[config.mk]
export PLATFORM = sky130hd
export DESIGN_NAME = seg7_scan_ctrl_flat
export DESIGN_NICKNAME = d
export VERILOG_FILES = /design/src/rtl/seg7_scan_ctrl_if.sv /design/src/rtl/seg7_scan_ctrl.sv /design/src/flat_wrapper.sv
export SDC_FILE = /design/constraint.sdc
export NUM_CORES = 1
export LEC_CHECK = 0
export CORE_MARGIN = 1.5
export CORE_UTILIZATION = 60
export CTS_CLUSTER_SIZE = 16
export DETAILED_ROUTE_END_ITERATION = 7
export PLACE_DENSITY_LB_ADDON = 0.15
export SETUP_SLACK_MARGIN = 0.2
export SLEW_MARGIN = 20
export SYNTH_ARGS = -nofsm -noshare
export SYNTH_HDL_FRONTEND = slang
export SYNTH_SLANG_ARGS = --single-unit
[constraint.sdc]
create_clock -name clk -period 7.4 [get_ports clk]
set_input_delay 0.74 -clock clk [delete_from_list [all_inputs] [get_ports clk]]
set_output_delay 0.74 -clock clk [all_outputs]
set_load 0.01 [all_outputs]
[src/rtl/seg7_scan_ctrl_if.sv]
// CPU write port and display pin bundle for the 4-digit 7-segment scan controller.
interface seg7_scan_ctrl_if;
  logic        wr_stb;
  logic        wr_sel;
  logic [15:0] wr_data;
  logic [7:0]  abcdefgh;
  logic [3:0]  digit;
  logic        frame_tick;
  logic        upd_pending;

  modport master (
    output wr_stb, wr_sel, wr_data,
    input  abcdefgh, digit, frame_tick, upd_pending
  );

  modport slave (
    input  wr_stb, wr_sel, wr_data,
    output abcdefgh, digit, frame_tick, upd_pending
  );
endinterface

[src/rtl/seg7_scan_ctrl.sv]
// 4-digit 7-segment scan controller: guarded round-robin multiplexing, PWM brightness and
// shadow registers that are copied to the active set only at the frame boundary.
module seg7_scan_ctrl #(
  parameter int unsigned PHASE_CYC = 6250
) (
  input logic             clk,
  input logic             resetb,
  seg7_scan_ctrl_if.slave bus
);

  localparam int unsigned PW = (PHASE_CYC > 1) ? $clog2(PHASE_CYC) : 1;
  localparam logic [PW-1:0] PCNT_MAX = PW'(PHASE_CYC - 1);
  localparam logic [15:0] CTL_RST = 16'h07F0;

  logic [PW-1:0] pcnt_q, pcnt_d;
  logic [2:0]    phase_q, phase_d;
  logic [1:0]    dig_q, dig_d;
  logic [15:0]   hex_sh_q, hex_sh_d, hex_act_q, hex_act_d;
  logic [15:0]   ctl_sh_q, ctl_sh_d, ctl_act_q, ctl_act_d;
  logic          frame_start;
  logic          pend_d, pend_q;
  logic          tick_q;
  logic [7:0]    seg_d, seg_q;
  logic [3:0]    digit_d, digit_q;
  logic [6:0]    seg7;
  logic [3:0]    nib, en_vec, dp_vec;
  logic          lit;

  always_comb begin
    pcnt_d  = pcnt_q + 1'b1;
    phase_d = phase_q;
    dig_d   = dig_q;
    if (pcnt_q == PCNT_MAX) begin
      pcnt_d  = '0;
      phase_d = phase_q + 3'd1;
      if (phase_q == 3'd7) dig_d = dig_q + 2'd1;
    end
    frame_start = (pcnt_q == PCNT_MAX) && (phase_q == 3'd7) && (dig_q == 2'd3);

    // Active set takes the pre-edge shadow, so a write on the boundary waits a frame.
    hex_act_d = frame_start ? hex_sh_q : hex_act_q;
    ctl_act_d = frame_start ? ctl_sh_q : ctl_act_q;
    hex_sh_d  = hex_sh_q;
    ctl_sh_d  = ctl_sh_q;
    if (bus.wr_stb) begin
      if (bus.wr_sel) ctl_sh_d = {5'b0, bus.wr_data[10:0]};
      else            hex_sh_d = bus.wr_data;
    end
    pend_d = (hex_sh_d != hex_act_d) || (ctl_sh_d != ctl_act_d);
  end

  always_comb begin
    nib    = hex_act_q[{dig_q, 2'b00} +: 4];
    en_vec = ctl_act_q[7:4];
    dp_vec = ctl_act_q[3:0];
    case (nib)
      4'h0:    seg7 = 7'h7E;
      4'h1:    seg7 = 7'h30;
      4'h2:    seg7 = 7'h6D;
      4'h3:    seg7 = 7'h79;
      4'h4:    seg7 = 7'h33;
      4'h5:    seg7 = 7'h5B;
      4'h6:    seg7 = 7'h5F;
      4'h7:    seg7 = 7'h70;
      4'h8:    seg7 = 7'h7F;
      4'h9:    seg7 = 7'h7B;
      4'hA:    seg7 = 7'h77;
      4'hB:    seg7 = 7'h1F;
      4'hC:    seg7 = 7'h4E;
      4'hD:    seg7 = 7'h3D;
      4'hE:    seg7 = 7'h4F;
      default: seg7 = 7'h47;
    endcase
    // Phase 0 is the anti-ghosting guard; the segment bus still follows the digit.
    lit     = (phase_q != 3'd0) && (phase_q <= ctl_act_q[10:8]) && en_vec[dig_q];
    seg_d   = ~{seg7, dp_vec[dig_q]};
    digit_d = lit ? ~(4'b0001 << dig_q) : 4'hF;
  end

  always_ff @(posedge clk or negedge resetb) begin
    if (!resetb) begin
      pcnt_q    <= '0;
      phase_q   <= 3'd0;
      dig_q     <= 2'd0;
      hex_sh_q  <= 16'h0000;
      hex_act_q <= 16'h0000;
      ctl_sh_q  <= CTL_RST;
      ctl_act_q <= CTL_RST;
      pend_q    <= 1'b0;
      tick_q    <= 1'b0;
      seg_q     <= 8'hFF;
      digit_q   <= 4'hF;
    end else begin
      pcnt_q    <= pcnt_d;
      phase_q   <= phase_d;
      dig_q     <= dig_d;
      hex_sh_q  <= hex_sh_d;
      hex_act_q <= hex_act_d;
      ctl_sh_q  <= ctl_sh_d;
      ctl_act_q <= ctl_act_d;
      pend_q    <= pend_d;
      tick_q    <= frame_start;
      seg_q     <= seg_d;
      digit_q   <= digit_d;
    end
  end

  assign bus.abcdefgh    = seg_q;
  assign bus.digit       = digit_q;
  assign bus.frame_tick  = tick_q;
  assign bus.upd_pending = pend_q;

endmodule

[src/flat_wrapper.sv]
// flat-port wrapper written by rule: the top's interface ports become plain ports
module seg7_scan_ctrl_flat 
#(
  parameter int unsigned PHASE_CYC = 6250
)
  (clk, resetb, bus_wr_stb, bus_wr_sel, bus_wr_data, bus_abcdefgh, bus_digit, bus_frame_tick, bus_upd_pending);
  seg7_scan_ctrl_if bus_i ();
  input logic clk;
  input logic resetb;
  input wire logic [$bits(bus_i.wr_stb)-1:0] bus_wr_stb;
  input wire logic [$bits(bus_i.wr_sel)-1:0] bus_wr_sel;
  input wire logic [$bits(bus_i.wr_data)-1:0] bus_wr_data;
  output wire logic [$bits(bus_i.abcdefgh)-1:0] bus_abcdefgh;
  output wire logic [$bits(bus_i.digit)-1:0] bus_digit;
  output wire logic [$bits(bus_i.frame_tick)-1:0] bus_frame_tick;
  output wire logic [$bits(bus_i.upd_pending)-1:0] bus_upd_pending;
  assign bus_i.wr_stb = bus_wr_stb;
  assign bus_i.wr_sel = bus_wr_sel;
  assign bus_i.wr_data = bus_wr_data;
  assign bus_abcdefgh = bus_i.abcdefgh;
  assign bus_digit = bus_i.digit;
  assign bus_frame_tick = bus_i.frame_tick;
  assign bus_upd_pending = bus_i.upd_pending;
  seg7_scan_ctrl #(.PHASE_CYC(PHASE_CYC)) u_core (.clk(clk), .resetb(resetb), .bus(bus_i));
endmodule
==> metrics.md, run 1 <==
| Metric | Value |
|---|---|
| FF+latch count, synth | 96 |
| Leakage | 2.41 nW |
| Slew @ Worst Pin | around 0.87 ns |
| Global-route usage over all layers | a little under a quarter |
| Hold-fix buffers at CTS | 0 |
| Final critical-path share of the clock period | about 49% |
| Asr flop ratio synth | 100% |
| YS warnings | 0 |
| Die ar. | 0.00820 sq mm |
| TritonCTS buffer count | 9 |
| Seq/Total Area, Yosys | a little over half |
| Critical path required time | 7.64 ns |
| WHS | between 0.2 and 0.3 ns |
| CTS Sinks | 96 |
| Root Driver | clkbuf_8 |
| Via count | roughly 3000 |
| Utilization after layout | between 70% and 80% |
| Worst Setup End Kind | flip-flop |
| Setup tns final | 0 ns |
| Ant diodes | 0 |
| Post-CTS setup buffers | 0 |
| Die width | 90.6 um |
| Post-cts sizing count | 0 |
| Starting Density | between 60 and 70% |
| GRT overflow | 0 |
| RSZ-0062 raised after global routing | no |
| R2r worst-path depth | 8 |
| Largest net degree at the start of global routing | 67 |
| Slew HR | roughly two fifths |
| VDD IR-drop max | 0.000143 V |
| Core area | 0.00733 sq mm |
| NumNets Final | approximately 470 |
| Detailed Place HPWL | between 6 and 7 mm |
| CTS tree | built |
| Initial antenna violation count | 0 |
| Mapped Nets | approximately 440 |
| # rows | 31 |
| Setup Skew | 0.00959 ns |
| Yosys cell types | between 40 and 50 |
| Most numerous cell in the Yosys netlist | dfrtp_1 |
| Number of synthesized flops with an enable pin | 0 |
| Cell Area, Synth | between 0.004 and 0.005 sq mm |
| Fmax | 274 MHz |
| Fin. max-slew vios | 0 |
| Setup slack after layout | around 3.7 ns |
| Vias per cell | 5.53 |
| Crit path DAT | ~3.9 ns |
| Worst-path maximum fanout | 38 |
| Max-cap violations | 0 |
| Vias in the first global route | around 3000 |
| Startpoint types | flip-flop |
| Synth Flop Type | dfrtp_1 |
| P&R area growth vs syn | 13.5% |
| Top cells by instance count after synthesis | 70 x dfrtp_1, 67 x nand2_1, 40 x mux2_2 |
| Synth top area cells | dfrtp_1 38%, dfstp_2 15%, mux2_2 9.8% |
| Fin. Hold Viols | 0 |
| Area share of the largest cell type after synthesis | a little under two fifths |
| Final setup fails | 0 |
| IO Pins | 34 |
| Min-Delay Path Class | input port to async pin |
| Initial detailed-routing violation count | 111 |
| Power density cells | ~190 mW/mm^2 |
| Share of post-route cells with drive strength above 1 | 22.7% |
| Drt drc | 0 |
| Dominant cell type by area after synthesis | dfrtp_1 |
| WS Path Type | flip-flop to flip-flop |
| Status | completed |
| Fin crit period | around 3.7 ns |
| Routed wire per std cell | ~17 um |
| Routed Antenna Nets | 0 |
| Die Y | just over 90 um |
| Pre-CTS WS | 3.80 ns |
| First-pass DRT Iterations | 4 |
| WL final | between 8 and 9 mm |
| Port bufs | 33 |
| Clock slew at reported path FFs | 0.09 ns |
| Mapped Cells | between 300 and 400 |
| Clk_lat worst skew | between 0.3 and 0.4 ns |
| H-tree depth | 3 |
| Clk buf depth | 2 |
| RePlAce Congestion | roughly 0.84 |
| First-pass GRT wire length | 15.1 mm |
| Syn avg cell area | between 10 and 15 sq um |
## worst max-delay path, cell delays in order, from the launching register on
cell	delay, ns
dfrtp_1	0.41
or4b_4	0.58
nor4_2	0.30
buf_4	0.43
mux2_2	0.41
xor2_1	0.16
or4_1	0.53
a211oi_1	0.22
or4b_1	0.46
## state kept, by name, indices dropped and copies added, names as in the netlist, 2 cells and up
signal,count
u_core.ctl_act_q,16
u_core.bus.digit,4
u_core.pcnt_q,13
u_core.bus.abcdefgh,8
u_core.hex_act_q,16
u_core.phase_q,3
u_core.ctl_sh_q,16
u_core.hex_sh_q,16
u_core.dig_q,2
## final timing paths
path	from	endpoint	slack, ns
setup / recovery	u_core.pcnt_q[8]	u_core.bus.upd_pending	3.74
hold / removal	resetb	u_core.pcnt_q[11]	0.30
setup reg to reg	u_core.pcnt_q[8]	u_core.bus.upd_pending	3.74
hold reg to reg	u_core.ctl_sh_q[7]	u_core.ctl_sh_q[7]	0.50
max in group asynchronous	resetb	u_core.hex_sh_q[6]	5.99
min in group clk	u_core.ctl_sh_q[7]	u_core.ctl_sh_q[7]	0.50
## kinds of logic (layout without fill, tap and decap cells)
family | after synthesis | count (layout) | share of synthesized area [%]
flops | 96 | 96 | 52.9
mux | 50 | 50 | 13.9
compound gates | 33 | 33 | 4.51
buf+inv | 34 | 72 | 3.02
xor+xnor | 40 | 40 | 7.61
simple gates | 128 | 128 | 13.4
fa+ha+maj | 17 | 17 | 4.62
## stage by stage
step	total power, mW	cell area, sq um	cells
2_1_floorplan	0.615	4600	398
3_3_place_gp	0.649	5020	519
4_1_cts	0.987	5220	535
6_report	0.980	5220	535
3_5_place_dp	0.652	5020	519
5_1_grt	1.02	5220	535
## placed cells by master (no fill, tap or decap), drive strengths merged, types with 2 or more instances in the layout
| master | synthesis | final |
|---|---|---|
| a211oi | 2 | 2 |
| a21o | 2 | 2 |
| a21oi | 3 | 3 |
| a31oi | 4 | 4 |
| and2 | 5 | 5 |
| and3 | 6 | 6 |
| buf | 5 | 4 |
| clkbuf | 9 | 11 |
| clkdlybuf4s50 | 0 | 32 |
| clkinvlp | 0 | 3 |
| dfrtp | 70 | 70 |
| dfstp | 26 | 26 |
| ha | 17 | 17 |
| inv | 20 | 20 |
| mux2 | 43 | 43 |
| mux4 | 6 | 6 |
| nand2 | 67 | 67 |
| nand2b | 4 | 4 |
| nand3 | 7 | 7 |
| nor2 | 15 | 15 |
| nor2b | 2 | 2 |
| nor3 | 6 | 6 |
| nor3b | 2 | 2 |
| nor4 | 5 | 5 |
| o21a | 2 | 2 |
| o21ai | 11 | 11 |
| o22ai | 5 | 5 |
| or4 | 2 | 2 |
| or4b | 2 | 2 |
| xnor2 | 11 | 11 |
| xor2 | 29 | 29 |
## routing by layer
layer | up-vias | track usage (%) | routed length [um]
li1 | 1413 | - | -
met1 | 1466 | 32.5 | 4010
met2 | 68 | 38.0 | 4380
met3 | 11 | 4.55 | 335
met4 | 0 | 9.66 | 132
met5 | - | 0 | 0
## where the power goes
| part | switching, mW | internal (mW) | total [mW] |
|---|---|---|---|
| clock network | 0.174 | 0.164 | 0.338 |
| logic | 0.0464 | 0.0358 | 0.0822 |
| registers | 0.0107 | 0.548 | 0.559 |
## layout make-up
type	instances	area (sq um)
flip-flops and latches	96	2430
clock inverters	5	56.3
inverters	20	75.1
well taps	99	124
repair buffers	36	350
fillers	544	2110
clock buffers	11	141
multi-input cells	268	2040
Power figures use the tool's default switching activity.
==> inputs of run 2 (changes only) <==
Settings changed: CORE_UTILIZATION 60 to 58.
Clock period 7.4 ns to 3.4 ns, I/O delays scaled along.
==> run 2 against run 1 <==
Compared with the run above: die area grew 3.3%; clock power up 99%; fmax up 14%; final cell count up 3.4%; sequential share of layout area decreased by 1.2 points; non-clock buffer count is 15 higher; via count is 2.0% higher; wire length increased by 2.8%; sequential power grew 120%; cell area increased by 2.6%; flip-flop and latch count stayed put; critical endpoint unchanged; largest power group unchanged; highest routed layer unchanged.
==> metrics.md, run 2 (synthesized netlist as in run 1, its figures left out) <==
| Metric | Value |
|---|---|
| Final Power | 2.07 mW (+110%) |
| Core area | 0.00769 sq mm (+4.9%) |
| VDD IR-drop max | 0.000186 V (+30%) |
| DR top layer | met4 |
| Share of post-route cells with drive strength above 1 | 25.3% (+2.6 points) |
| Vias per cell | 5.45 (-1.4%) |
| Clock slew at reported path FFs | 0.09 ns (about the same) |
| Setup Skew | 0.00766 ns (-0.00193 ns) |
| Leakage | 2.51 nW (+4.4%) |
| IO Pins | 34 (unchanged) |
| CTS Sinks | 96 (unchanged) |
| R2r worst-path depth | 7 (-1) |
| Via count | 3016 (+2.0%) |
| Worst R2R End | u_core.bus.upd_pending |
| Net Switching | 0.514 mW (+120%) |
| # rows | 32 (+3.2%) |
| Initial detailed-routing violation count | 192 (+73%) |
| Cell Count Post-Placement | 532 (+2.5%) |
| Clk_lat worst skew | 0.36 ns (about the same) |
| Fillers | 579 (+6.4%) |
| WL final | 9.11 mm (+2.8%) |
| Max-cap violations | 0 (unchanged) |
| Final critical-path share of the clock period | 94.0% (+45 points) |
| Ant diodes | 0 (unchanged) |
| Startpoint types | flip-flop |
| Drt drc | 0 (unchanged) |
| Post-cts sizing count | 0 (unchanged) |
| Global-route usage over all layers | 24.1% (+0.19 points) |
| Commonest non-fill, non-tap cell in the layout | dfrtp_1 |
| Initial antenna violation count | 0 (unchanged) |
| Power density cells | 387 mW/mm^2 (+110%) |
| Critical path required time | 3.64 ns (-4.00 ns) |
| First-pass GRT wire length | 15.6 mm (+3.1%) |
| Met1 wire length | 4.24 mm (+5.7%) |
| Multi-input logic area | 0.00204 sq mm (+0.18%) |
| DR WL met2 | 4.43 mm (+1.1%) |
| R2r startpoint | u_core.pcnt_q[8] |
| NumNets Final | 483 (+3.2%) |
| Routed Antenna Nets | 0 (unchanged) |
| Root Driver | clkbuf_8 |
| Fin crit period | 3.20 ns (-0.460 ns) |
| Storage cell area | 0.00243 sq mm (unchanged) |
| Slew HR | 48.3% (+6.6 points) |
| Largest net degree at the start of global routing | 88 (+31%) |
| Finished Cell Area | 0.00536 sq mm (+2.6%) |
| Fmax | 313 MHz (+14%) |
| Starting Density | 59.8% (-2.9 points) |
| TritonCTS buffer count | 9 (unchanged) |
| Status | completed |
| First-pass DRT Iterations | 4 (unchanged) |
| Worst-path maximum fanout | 9 (-76%) |
| Final setup fails | 0 (unchanged) |
| Met3 WL post-DR | 343 um (+2.4%) |
| Placed instance area | 0.00513 sq mm (+2.1%) |
| Slew @ Worst Pin | 0.776 ns (-0.0939 ns) |
| RSZ-0062 raised after global routing | yes |
| Fin. Hold Viols | 0 (unchanged) |
| Port bufs | 33 (unchanged) |
| Crit path from | u_core.pcnt_q[8] |
| GRT overflow | 0 (unchanged) |
| H-tree depth | 3 (unchanged) |
| RePlAce Congestion | 0.849 (+1.5%) |
| Pint | 1.56 mW (+110%) |
| Worst Setup End Kind | flip-flop |
| Die width | 92.1 um (+1.7%) |
| Die Y | 92.1 um (+1.7%) |
| FF-to-FF setup slack | 0.20 ns (-3.54 ns) |
| Combinational Power Share | 9.0% (+0.6 points) |
| Routed wire per std cell | 16.5 um (-0.57%) |
| Die ar. | 0.00848 sq mm (+3.3%) |
| Clk buf depth | 2 (unchanged) |
| Setup tns final | 0 ns (unchanged) |
| WS Path Type | flip-flop to flip-flop |
| Min-Delay Path Class | input port to async pin |
| Crit path DAT | 3.43 ns (-0.46 ns) |
| Net Sw Frac | 24.8% (+1.2 points) |
| Detailed Place HPWL | 6.52 mm (+2.7%) |
| Fin. max-slew vios | 0 (unchanged) |
| CTS tree | built |
| Fin cells | 553 (+3.4%) |
| Flop pwr share | 58.7% (+1.6 points) |
| Vias in the first global route | 3100 (+2.1%) |
| P&R area growth vs syn | 16.4% |
| Clock power share | 32.3% (-2.2 points) |
| Most frequent cells in the layout | 70 x dfrtp_1, 67 x nand2_1, 40 x mux2_2 |
==> run 2: cell types whose count changed in the layout (fill, tap and decap cells not counted) <==
cell / change
clkinv_1: -1
nor3_1: +1
clkinv_2: +3
nor3_2: -1
bufinv_16: -1
nor4_4: +1
inv_6: +1
buf_6: +1
buf_12: +3
buf_4: +11
clkinvlp_4: -2
nor4_2: -1
==> run 2: worst max-delay path by stage <==
stage / endpoint / slack [ns] / cells past startpoint
2_1_floorplan: u_core.bus.upd_pending / 0.24 / 8
3_3_place_gp: u_core.bus.upd_pending / 0.12 / 8
3_5_place_dp: u_core.bus.upd_pending / 0.06 / 8
4_1_cts: u_core.bus.upd_pending / 0.21 / 8
5_1_grt: u_core.bus.upd_pending / 0.07 / 10
6_report: u_core.bus.upd_pending / 0.20 / 7
==> run 2: metal layers <==
metal	up-vias	track usage (%)
li1	1443	-
met1	1522	33.0
met2	43	39.6
met3	8	2.82
met4	0	9.10
met5	-	0
==> run 2: worst max-delay path, stage by stage (launching register included) <==
cell	delay (ns)
dfrtp_1	0.41
or4b_4	0.58
or4_4	0.66
mux2_4	0.35
xor2_1	0.16
nor3_1	0.30
nand4_1	0.11
or4b_1	0.50
==> run 2: final cells by class <==
type | count | share of cell area [%]
clock buffers | 11 | 2.64
clock inverters | 5 | 0.584
inverters | 20 | 1.40
multi-input cells | 268 | 38.1
flip-flops and latches | 96 | 45.5
well taps | 102 | 2.38
repair buffers | 51 | 9.41
==> run 2: repair_timing <==
action	CTS	global route
hold buffers	0	0
endpoints found under the setup margin	1	1
pin swaps	1	0
buffers inserted	5	0
==> run 2: power groups by stage <==
stage	Combinational (mW)	Sequential [mW]	Clock (mW)
after floorplan	0.108	1.23	0
after global placement	0.185	1.24	0
after detailed placement	0.187	1.24	0
after CTS	0.189	1.22	0.691
after global routing	0.208	1.22	0.736
final	0.186	1.22	0.671
==> run 2: through the flow <==
step                      setup WS [ns]  hold WS, ns  utilization (%)
final                             0.205       0.0152             69.7
after global routing             0.0660       0.0888             69.7
after CTS                         0.213        0.210             69.6
after detailed placement         0.0569        0.482             66.7
after global placement            0.115        0.474             66.7
after floorplan                   0.244       0.0444                -
==> inputs of run 3 (changes only) <==
Settings changed: ABC_AREA set to 1, CORE_UTILIZATION 58 to 59.
==> run 3 against run 2 <==
Compared with the run above: the run now ends with hold timing left; core utilization down 0.36 points; synthesized cell count up 69%; total power up 5.3%; first-iteration DRC count up 49%; critical path type unchanged; flip-flop and latch count unchanged; critical endpoint unchanged; non-clock buffer count down 7; cell area up 7.9%.
==> metrics.md, run 3 <==
| Metric | Value |
|---|---|
| Final Power | 2.18 mW (+5.3%) |
| Post-CTS setup buffers | 0 (-5) |
| Utilization after layout | 69.3% (-0.36 points) |
| Worst R2R End | u_core.bus.upd_pending |
| Core area | 0.00834 sq mm (+8.5%) |
| Clk buf depth | 2 (unchanged) |
| Syn avg cell area | 7.64 sq um (-34%) |
| CTS Sinks | 96 (unchanged) |
| First-pass GRT wire length | 19.1 mm (+23%) |
| Initial detailed-routing violation count | 286 (+49%) |
| IO Pins | 34 (unchanged) |
| Die Y | 96.3 um (+4.6%) |
| WHS | -0.00152 ns (-0.0167 ns) |
| FF-to-FF setup slack | 0.97 ns (+0.76 ns) |
| Fin. Hold Viols | 1 (+1) |
| Final setup fails | 0 (unchanged) |
| Pre-CTS WS | 0.786 ns (+0.729 ns) |
| Fin crit period | 2.43 ns (-0.761 ns) |
| Largest net degree at the start of global routing | 51 (-42%) |
| Routed wire per std cell | 14.1 um (-15%) |
| Status | complete, but fails checks |
| Setup Skew | 0.0101 ns (+0.00249 ns) |
| Placed instance area | 0.00558 sq mm (+8.8%) |
| Drt drc | 0 (unchanged) |
| Top cells by instance count after synthesis | 234 x nand2_1, 105 x inv_1, 70 x dfrtp_1 |
| Via count | 4378 (+45%) |
| WL final | 11.5 mm (+27%) |
| Mapped Cells | 672 (+69%) |
| NumNets Final | 746 (+54%) |
| H-tree depth | 3 (unchanged) |
| Most frequent cells in the layout | 234 x nand2_1, 105 x inv_1, 70 x dfrtp_1 |
| Commonest non-fill, non-tap cell in the layout | nand2_1 |
| Min-Delay Path Class | input port to async pin |
| Power density cells | 378 mW/mm^2 (-2.4%) |
| P&R area growth vs syn | 12.7% |
| Worst Setup End Kind | flip-flop |
| Share of post-route cells with drive strength above 1 | 12.9% (-12 points) |
| Area share of the largest cell type after synthesis | 34.1% (-3.9 points) |
| Post-cts sizing count | 0 (unchanged) |
| Clk_lat worst skew | 0.36 ns (about the same) |
| Asr flop ratio synth | 100% (unchanged) |
| Leakage | 3.06 nW (+22%) |
| Fmax | 411 MHz (+31%) |
| Vias in the first global route | 4158 (+34%) |
| Cell Area, Synth | 0.00513 sq mm (+12%) |
| CTS tree | built |
| Crit path DAT | 2.69 ns (-0.74 ns) |
| Violations in the final reports | hold timing |
| Finished Cell Area | 0.00578 sq mm (+7.9%) |
| VDD IR-drop max | 0.000249 V (+34%) |
| GRT overflow | 0 (unchanged) |
| Slew @ Worst Pin | 0.983 ns (+0.208 ns) |
| First-pass DRT Iterations | 5 (+1) |
| RePlAce Congestion | 0.859 (+1.2%) |
| Die width | 96.3 um (+4.6%) |
| Startpoint types | flip-flop |
| Number of synthesized flops with an enable pin | 0 (unchanged) |
| Clock slew at reported path FFs | 0.09 ns (about the same) |
| Detailed Place HPWL | 8.43 mm (+29%) |
| Dominant cell type by area after synthesis | dfrtp_1 |
| TritonCTS buffer count | 9 (unchanged) |
| Most numerous cell in the Yosys netlist | nand2_1 |
| YS warnings | 0 (unchanged) |
| Fin cells | 819 (+48%) |
| Critical path required time | 3.66 ns (+0.02 ns) |
| Mapped Nets | 709 (+63%) |
| Routed Antenna Nets | 0 (unchanged) |
| Final critical-path share of the clock period | 71.6% (-22 points) |
| Max-cap violations | 0 (unchanged) |
| RSZ-0062 raised after global routing | no |
| Ant diodes | 0 (unchanged) |
| R2r startpoint | u_core.phase_q[1] |
| Worst-path maximum fanout | 12 (+3) |
| FF+latch count, synth | 96 (unchanged) |
| Setup slack after layout | 0.966 ns (+0.761 ns) |
| Yosys cell types | 30 (-35%) |
| Root Driver | clkbuf_8 |
| Hold-fix buffers at CTS | 0 (unchanged) |
| Fin. max-slew vios | 0 (unchanged) |
| # rows | 33 (+3.1%) |
| Setup tns final | 0 ns (unchanged) |
| Starting Density | 61.5% (+1.7 points) |
| Die ar. | 0.00927 sq mm (+9.4%) |
| Port bufs | 33 (unchanged) |
| Synth Flop Type | dfrtp_1 |
| Cell Count Post-Placement | 803 (+51%) |
| Synth top area cells | dfrtp_1 34%, nand2_1 17%, dfstp_2 13% |
| Vias per cell | 5.35 (-2.0%) |
| WS Path Type | flip-flop to flip-flop |
| Initial antenna violation count | 0 (unchanged) |
| R2r worst-path depth | 13 (+6) |
| Slew HR | 34.3% (-14 points) |
| Seq/Total Area, Yosys | 47.4% (-5.5 points) |
| Global-route usage over all layers | 27.3% (+3.2 points) |
==> run 3: cell count changes in the layout (fill, tap and decap cells not counted), moves of 7 or more <==
cell	before	now
nand4_1	1	21
inv_2	0	7
xnor2_1	11	0
nand3_1	7	37
inv_1	20	105
o21ai_0	10	41
xor2_1	29	4
or2_2	1	8
nor2_1	15	32
mux2_2	40	0
nand2_2	0	18
nand2_1	67	234
==> run 3: power breakdown <==
part | total (mW) | internal [mW] | leakage, nW | switching, mW
Sequential | 1.21 | 1.19 | 1.17 | 0.0248
Clock | 0.762 | 0.380 | 0.0996 | 0.381
Combinational | 0.208 | 0.0772 | 1.78 | 0.131
Total | 2.18 | 1.65 | 3.06 | 0.537
==> run 3: worst max-delay path, stage by stage, from the launching register on <==
cell      delay (ns)
dfrtp_1         0.38
ha_1            0.16
ha_1            0.49
nand4_4         0.20
clkinv_2        0.30
nand2_1         0.13
nand2_1         0.10
nand2_1         0.06
nand2_1         0.05
nand2_1         0.07
nor2_1          0.13
nand2_1         0.10
nor2_1          0.10
nand2_1         0.06
==> run 3: how the worst max path moves through the flow <==
| stage | start | to | slack (ns) | depth (start not counted) |
|---|---|---|---|---|
| 6_report | u_core.phase_q[1] | u_core.bus.upd_pending | 0.97 | 13 |
| 5_1_grt | u_core.phase_q[1] | u_core.bus.upd_pending | 0.73 | 13 |
| 4_1_cts | u_core.phase_q[1] | u_core.bus.upd_pending | 0.95 | 13 |
| 3_5_place_dp | bus_wr_stb | u_core.bus.upd_pending | 0.79 | 12 |
| 3_3_place_gp | bus_wr_stb | u_core.bus.upd_pending | 0.89 | 12 |
| 2_1_floorplan | u_core.dig_q[0] | u_core.bus.abcdefgh[6] | 1.32 | 8 |
==> run 3: routing by layer <==
layer  GRT usage (%)  vias to the layer above  part of all wire [%]
met4            10.4                        0                   2.4
met3            3.24                       23                   3.9
li1                -                     2157                     -
met1            35.9                     2095                    45
met2            46.3                      103                    49
met5               0                        -                     0
==> run 3: cell type report <==
cell class,instances,area [sq um]
inverter,113,425
timing repair buffer,44,410
multi-input combinational,445,2180
fill,692,2560
clock buffer,13,159
sequential,96,2430
tap,105,131
clock inverter,3,42.5
==> run 3: cell families (layout without fill, tap and decap cells) <==
family          count (synthesis)  count (layout)  synth area share, %
buf+inv                       131             173                 10.1
flops                          96              96                 47.4
simple gates                  364             364                 31.0
compound gates                 60              60                 6.66
fa+ha+maj                      17              17                 4.14
xor+xnor                        4               4                0.683
